[src/rtl/mem_access_unit.sv]
`default_nettype none
// +----------------------------------------------------------------------------+
// | Module      : mem_access_unit                                              |
// | Description : MEM-stage load/store unit. Runs the access in mem_mem_op     |
// |               against data memory over a req/ack handshake, aligns and     |
// |               extends load data, and registers the MEM_WB bundle.          |
// |               The upstream pipeline is held via stall_req while the bus    |
// |               access is in flight.                                         |
// | Ports       : clk, rst (async, active-low)                                 |
// |               mem_*      : EXE_MEM register contents (pc, op, addr, data,   |
// |                            we, write_reg, write_data)                      |
// |               dmem_*     : data-memory request/response                     |
// |               stall_req  : hold EXE_MEM and earlier stages                 |
// |               misalign_exc, bus_err : one-cycle exception pulses           |
// |               wb_*       : registered write-back bundle                     |
// | Revision    : 1.0 - initial release                                        |
// +----------------------------------------------------------------------------+
module mem_access_unit #(
    parameter logic [7:0] TIMEOUT = 8'd255
) (
    input  logic        clk,
    input  logic        rst,
    input  logic [31:0] mem_pc,
    input  logic [3:0]  mem_mem_op,
    input  logic [31:0] mem_mem_addr,
    input  logic [31:0] mem_mem_data,
    input  logic        mem_we,
    input  logic [4:0]  mem_write_reg,
    input  logic [31:0] mem_write_data,
    output logic        dmem_req,
    output logic        dmem_we,
    output logic [31:0] dmem_addr,
    output logic [31:0] dmem_wdata,
    output logic [3:0]  dmem_be,
    input  logic [31:0] dmem_rdata,
    input  logic        dmem_ack,
    output logic        stall_req,
    output logic        misalign_exc,
    output logic        bus_err,
    output logic [31:0] wb_pc,
    output logic        wb_we,
    output logic [4:0]  wb_write_reg,
    output logic [31:0] wb_write_data
);

    localparam logic [3:0] c_OP_LB  = 4'd1;
    localparam logic [3:0] c_OP_LBU = 4'd2;
    localparam logic [3:0] c_OP_LH  = 4'd3;
    localparam logic [3:0] c_OP_LHU = 4'd4;
    localparam logic [3:0] c_OP_LW  = 4'd5;
    localparam logic [3:0] c_OP_SB  = 4'd6;
    localparam logic [3:0] c_OP_SH  = 4'd7;
    localparam logic [3:0] c_OP_SW  = 4'd8;

    localparam logic [1:0] c_IDLE = 2'd0;
    localparam logic [1:0] c_REQ  = 2'd1;
    localparam logic [1:0] c_DONE = 2'd2;

    logic [1:0]  r_state;
    logic [1:0]  w_next_state;
    logic [7:0]  r_cnt;
    logic        r_err;
    logic [31:0] r_rdata;
    logic        r_dmem_we;
    logic [31:0] r_dmem_addr;
    logic [31:0] r_dmem_wdata;
    logic [3:0]  r_dmem_be;
    logic        r_misalign;
    logic        r_bus_err;
    logic [31:0] r_wb_pc;
    logic        r_wb_we;
    logic [4:0]  r_wb_write_reg;
    logic [31:0] r_wb_write_data;

    logic        w_is_load;
    logic        w_is_store;
    logic        w_is_byte;
    logic        w_is_half;
    logic        w_is_word;
    logic        w_misalign;
    logic        w_access;
    logic [3:0]  w_be;
    logic [31:0] w_wdata;
    logic [7:0]  w_byte;
    logic [15:0] w_half;
    logic [31:0] w_load_data;
    logic [31:0] w_wb_data;
    logic        w_wb_we_base;

    // Opcode decode; unknown encodings fall through as NOP.
    always_comb begin
        w_is_load  = 1'b0;
        w_is_store = 1'b0;
        w_is_byte  = 1'b0;
        w_is_half  = 1'b0;
        w_is_word  = 1'b0;
        case (mem_mem_op)
            c_OP_LB, c_OP_LBU: begin w_is_load  = 1'b1; w_is_byte = 1'b1; end
            c_OP_LH, c_OP_LHU: begin w_is_load  = 1'b1; w_is_half = 1'b1; end
            c_OP_LW:           begin w_is_load  = 1'b1; w_is_word = 1'b1; end
            c_OP_SB:           begin w_is_store = 1'b1; w_is_byte = 1'b1; end
            c_OP_SH:           begin w_is_store = 1'b1; w_is_half = 1'b1; end
            c_OP_SW:           begin w_is_store = 1'b1; w_is_word = 1'b1; end
            default: ;
        endcase
    end

    assign w_misalign = (w_is_half && mem_mem_addr[0]) ||
                        (w_is_word && (mem_mem_addr[1:0] != 2'b00));
    assign w_access   = (w_is_load || w_is_store) && !w_misalign;

    // Store lane steering: data is replicated across all lanes so the byte
    // enables alone select where it lands. Loads always fetch the full word.
    always_comb begin
        w_be    = 4'b1111;
        w_wdata = mem_mem_data;
        if (w_is_store && w_is_byte) begin
            w_be    = 4'b0001 << mem_mem_addr[1:0];
            w_wdata = {4{mem_mem_data[7:0]}};
        end else if (w_is_store && w_is_half) begin
            w_be    = mem_mem_addr[1] ? 4'b1100 : 4'b0011;
            w_wdata = {2{mem_mem_data[15:0]}};
        end
    end

    // Load alignment uses the captured word; the address input is still
    // stable during DONE because upstream only advances at that edge.
    always_comb begin
        case (mem_mem_addr[1:0])
            2'd0:    w_byte = r_rdata[7:0];
            2'd1:    w_byte = r_rdata[15:8];
            2'd2:    w_byte = r_rdata[23:16];
            default: w_byte = r_rdata[31:24];
        endcase
        w_half = mem_mem_addr[1] ? r_rdata[31:16] : r_rdata[15:0];
        case (mem_mem_op)
            c_OP_LB:  w_load_data = {{24{w_byte[7]}}, w_byte};
            c_OP_LBU: w_load_data = {24'd0, w_byte};
            c_OP_LH:  w_load_data = {{16{w_half[15]}}, w_half};
            c_OP_LHU: w_load_data = {16'd0, w_half};
            default:  w_load_data = r_rdata;
        endcase
    end

    assign w_wb_data    = w_is_load ? w_load_data : mem_write_data;
    assign w_wb_we_base = mem_we && (mem_write_reg != 5'd0) && !w_is_store;

    always_comb begin
        w_next_state = r_state;
        case (r_state)
            c_IDLE: if (w_access) w_next_state = c_REQ;
            c_REQ:  if (dmem_ack || (r_cnt == TIMEOUT - 8'd1)) w_next_state = c_DONE;
            c_DONE: w_next_state = c_IDLE;
            default: w_next_state = c_IDLE;
        endcase
    end

    always_ff @(posedge clk or negedge rst) begin
        if (!rst) begin
            r_state         <= c_IDLE;
            r_cnt           <= 8'd0;
            r_err           <= 1'b0;
            r_rdata         <= 32'd0;
            r_dmem_we       <= 1'b0;
            r_dmem_addr     <= 32'd0;
            r_dmem_wdata    <= 32'd0;
            r_dmem_be       <= 4'd0;
            r_misalign      <= 1'b0;
            r_bus_err       <= 1'b0;
            r_wb_pc         <= 32'd0;
            r_wb_we         <= 1'b0;
            r_wb_write_reg  <= 5'd0;
            r_wb_write_data <= 32'd0;
        end else begin
            r_state    <= w_next_state;
            r_misalign <= 1'b0;
            r_bus_err  <= 1'b0;
            case (r_state)
                c_IDLE: begin
                    r_cnt <= 8'd0;
                    r_err <= 1'b0;
                    if (w_access) begin
                        r_dmem_we    <= w_is_store;
                        r_dmem_addr  <= {mem_mem_addr[31:2], 2'b00};
                        r_dmem_wdata <= w_wdata;
                        r_dmem_be    <= w_be;
                    end else begin
                        // NOP or misaligned access: write back immediately.
                        r_wb_pc         <= mem_pc;
                        r_wb_we         <= w_wb_we_base && !w_misalign;
                        r_wb_write_reg  <= mem_write_reg;
                        r_wb_write_data <= mem_write_data;
                        r_misalign      <= w_misalign;
                    end
                end
                c_REQ: begin
                    r_cnt <= r_cnt + 8'd1;
                    if (dmem_ack) begin
                        r_rdata <= dmem_rdata;
                    end else if (r_cnt == TIMEOUT - 8'd1) begin
                        r_err <= 1'b1;
                    end
                end
                c_DONE: begin
                    r_wb_pc         <= mem_pc;
                    r_wb_we         <= w_wb_we_base && !r_err;
                    r_wb_write_reg  <= mem_write_reg;
                    r_wb_write_data <= w_wb_data;
                    r_bus_err       <= r_err;
                end
                default: ;
            endcase
        end
    end

    assign dmem_req      = (r_state == c_REQ);
    assign dmem_we       = r_dmem_we;
    assign dmem_addr     = r_dmem_addr;
    assign dmem_wdata    = r_dmem_wdata;
    assign dmem_be       = r_dmem_be;
    // Gated by reset so the request path stays quiet while reset is held.
    assign stall_req     = rst && (((r_state == c_IDLE) && w_access) || (r_state == c_REQ));
    assign misalign_exc  = r_misalign;
    assign bus_err       = r_bus_err;
    assign wb_pc         = r_wb_pc;
    assign wb_we         = r_wb_we;
    assign wb_write_reg  = r_wb_write_reg;
    assign wb_write_data = r_wb_write_data;

endmodule
`default_nettype wire

[config.mk]
export PLATFORM = sky130hd
export DESIGN_NAME = mem_access_unit
export DESIGN_NICKNAME = d
export VERILOG_FILES = /design/src/rtl/mem_access_unit.sv
export SDC_FILE = /design/constraint.sdc
export NUM_CORES = 1
export LEC_CHECK = 0
export CORE_MARGIN = 2
export CORE_UTILIZATION = 41
export CTS_CLUSTER_DIAMETER = 100
export CTS_CLUSTER_SIZE = 16
export DETAILED_ROUTE_END_ITERATION = 10
export PLACE_DENSITY_LB_ADDON = 0.1
export SLEW_MARGIN = 0
export SYNTH_ARGS = -nofsm -noshare
export SYNTH_HDL_FRONTEND = slang
export SYNTH_SLANG_ARGS = --single-unit
[constraint.sdc]
create_clock -name clk -period 2.1 [get_ports clk]
set_input_delay 0.315 -clock clk [delete_from_list [all_inputs] [get_ports clk]]
set_output_delay 0.315 -clock clk [all_outputs]
set_load 0.05 [all_outputs]
==> results.json <==
{
  "status": "completed",
  "vias": 6919,
  "cp-startpoint": "mem_mem_op[1]",
  "crit_type": "in2out",
  "ctsHtreeMaxLevel": 4,
  "cts.sinks": 182,
  "die_y_um": 148,
  "drv_cap": 0,
  "syn_area_mm2": 0.00851,
  "p_leak_nw": 5.63,
  "clk_path_buf_depth": 2,
  "layout_common_cells": "304 x clkdlybuf4s50_1, 182 x dfrtp_1, 82 x mux2_2",
  "cellPowerDensity_mw_per_mm2": 1460,
  "final_antenna_net_count": 0,
  "end_kind": "output port",
  "drc_errors": 0,
  "synth_top_area_share": 0.535,
  "fin_skew_ns": 0.0115,
  "port_buffers": 313,
  "worstPathRequired_ns": 1.78,
  "drt-initial-drc-count": 315,
  "yosys-top-cells-area": "dfrtp_1 54%, mux2_2 16%, mux2i_1 4.0%, nor2_1 3.2%, a21oi_1 2.2%",
  "period_share": 0.945,
  "syn_to_final_growth_pct": 55.9,
  "tightest_slew_ns": 0.598,
  "power_w": 0.0194,
  "arrival_ns": 1.67,
  "met3_length_um": 1770,
  "ys_ff_latch": 182,
  "synth.distinct_cells": 53,
  "yosysWarnings": 0,
  "grt_pass1_vias": 7109,
  "grt_pass1_wl_um": 39600,
  "yosysSeqAreaShare": 0.535,
  "initial_utilization": 0.419,
  "syn-instance-count": 708,
  "ir_worst_vdd_mv": 0.854,
  "hpwl_um": 18600,
  "fin_crit_ns": 1.99,
  "r2r-start": "r_rdata[31]",
  "final_common_cell": "clkdlybuf4s50_1",
  "rows": 52,
  "min_delay_path_depth": 3,
  "synth_edf_count": 0,
  "drive_gt1_frac": 0.245,
  "pin_count": 316,
  "vias_per_cell": 5.12,
  "place_ws_ns": -0.515,
  "start_kind": "primary input",
  "top_layer": "met4",
  "clock.fmax_mhz": 504,
  "dr_wl_met2_um": 12500,
  "async_flop_share": 1.00,
  "syn_area_per_cell_um2": 12.0,
  "drv_slew": 0,
  "cts-root-buf": "clkbuf_16",
  "wire_per_inst_um": 18.6,
  "clk_pin_slew_worst_paths_ns": 0.06,
  "cts_made_buffers": 17,
  "wl_met1_um": 10300,
  "core_area_mm2": 0.0203,
  "gp_congestion": 0.841,
  "yosys.area.top_type": "dfrtp_1",
  "hold_viol": 0,
  "crit_end": "stall_req",
  "reg2regPathDepth": 6,
  "r2r_slack_ns": 0.13,
  "grt_overflow": 0,
  "wirelength_um": 25100,
  "timing.rr.end": "wb_write_data[18]",
  "hp-class": "in2reg",
  "nets": 1243,
  "antenna_found_initial": 1,
  "clock_latency_ns": 0.43,
  "grt_util_all_layers": 0.231,
  "timing.final.ws_setup_ns": 0.115,
  "die_w_um": 148,
  "synthFlopType": "dfrtp_1",
  "grt_max_degree": 108,
  "cp_max_fo": 8,
  "dieArea_mm2": 0.0219,
  "max-slew-margin-rel": 0.601,
  "dr.pass1.iters": 7,
  "rsz0062_at_grt": "no",
  "fillerInstances": 1633,
  "setup_viol": 0,
  "cts_tree": "built"
}
critical path, stage by stage:
cell and delay [ns]:
dlygate4sd2_1 0.33, nor4b_4 0.34, o21ai_4 0.11, nand3_2 0.11, nor2_2 0.06, nor3b_4 0.22, buf_12 0.16
final cells by class:
type                            count  area (um^2)  share of cell area
Antenna cell                        1         2.50            0.000189
Inverter                            7         26.3             0.00198
Sequential cell                   182         4550               0.343
Clock buffer                       17          425              0.0321
Tap cell                          270          338              0.0255
Clock inverter                     14          160              0.0121
Multi-Input combinational cell    470         3890               0.293
Timing Repair Buffer              390         3870               0.292
layer usage:
layer  track usage  vias up
met2         0.394      250
met4        0.0781        0
met5             0        -
met1         0.289     3398
met3        0.0561       29
li1              -     3242
stage by stage:
stage,util,TNS (ns),hold WS [ns],cell area [um^2],std cells
floorplan,-,-0.784,0.0194,8720,709
global placement,0.621,-58.10,0.404,12600,1311
detailed placement,0.621,-61.94,0.406,12600,1311
CTS,0.651,0,0.350,13200,1344
global route,0.653,0,0.254,13300,1350
finish,0.654,0,0.246,13300,1351
Yosys cell counts (3+ instances only):
cell type / instances
mux4_2: 8
buf_4: 8
clkbuf_1: 16
mux2_1: 7
nor2b_1: 6
a221oi_1: 9
o21a_1: 3
nand2b_1: 4
buf_1: 5
a31oi_1: 5
dfrtp_1: 182
mux2i_1: 34
a21oi_1: 37
nand3b_1: 7
xor2_1: 3
o21ai_1: 3
mux2_2: 124
buf_2: 13
nor3_1: 5
nor2_1: 72
nand2_1: 45
inv_1: 7
o21ai_0: 37
o221ai_1: 8
o31ai_1: 10
nand3_1: 11
buf_6: 8
worst min-delay path by stage:
stage	startpoint	endpoint	slack (ns)
floorplan	rst	bus_err	0.02
global placement	rst	r_err	0.40
detailed placement	rst	r_state[0]	0.41
CTS	mem_mem_op[3]	dmem_we	0.35
global route	mem_mem_op[3]	dmem_we	0.25
finish	mem_mem_op[3]	dmem_we	0.25
logic make-up after synthesis:
| logic type | Yosys count | synth area share |
|---|---|---|
| xor+xnor | 4 | 0.00412 |
| flops | 182 | 0.535 |
| fa+ha+maj | 2 | 0.00294 |
| simple gates | 163 | 0.0866 |
| compound gates | 126 | 0.0984 |
| other cells | 1 | 0.000441 |
| buf+inv | 57 | 0.0376 |
| mux | 173 | 0.235 |
timing repair:
action / CTS / global route
pin swaps: 3 / 6
endpoints found under the setup margin: 91 / 27
gates resized for setup: 15 / 8
hold buffers: 1 / 0
buffers inserted: 1 / 6
endpoints found under the hold margin: 75 / 0
power breakdown:
part | total [W] | leakage [nW] | internal, W | switching [W]
Combinational | 0.0102 | 3.22 | 0.00416 | 0.00605
Clock | 0.00319 | 0.270 | 0.00168 | 0.00151
Sequential | 0.00600 | 2.14 | 0.00497 | 0.00103
Total | 0.0194 | 5.63 | 0.0108 | 0.00859
Note: power is estimated with default switching activity, not from simulation.
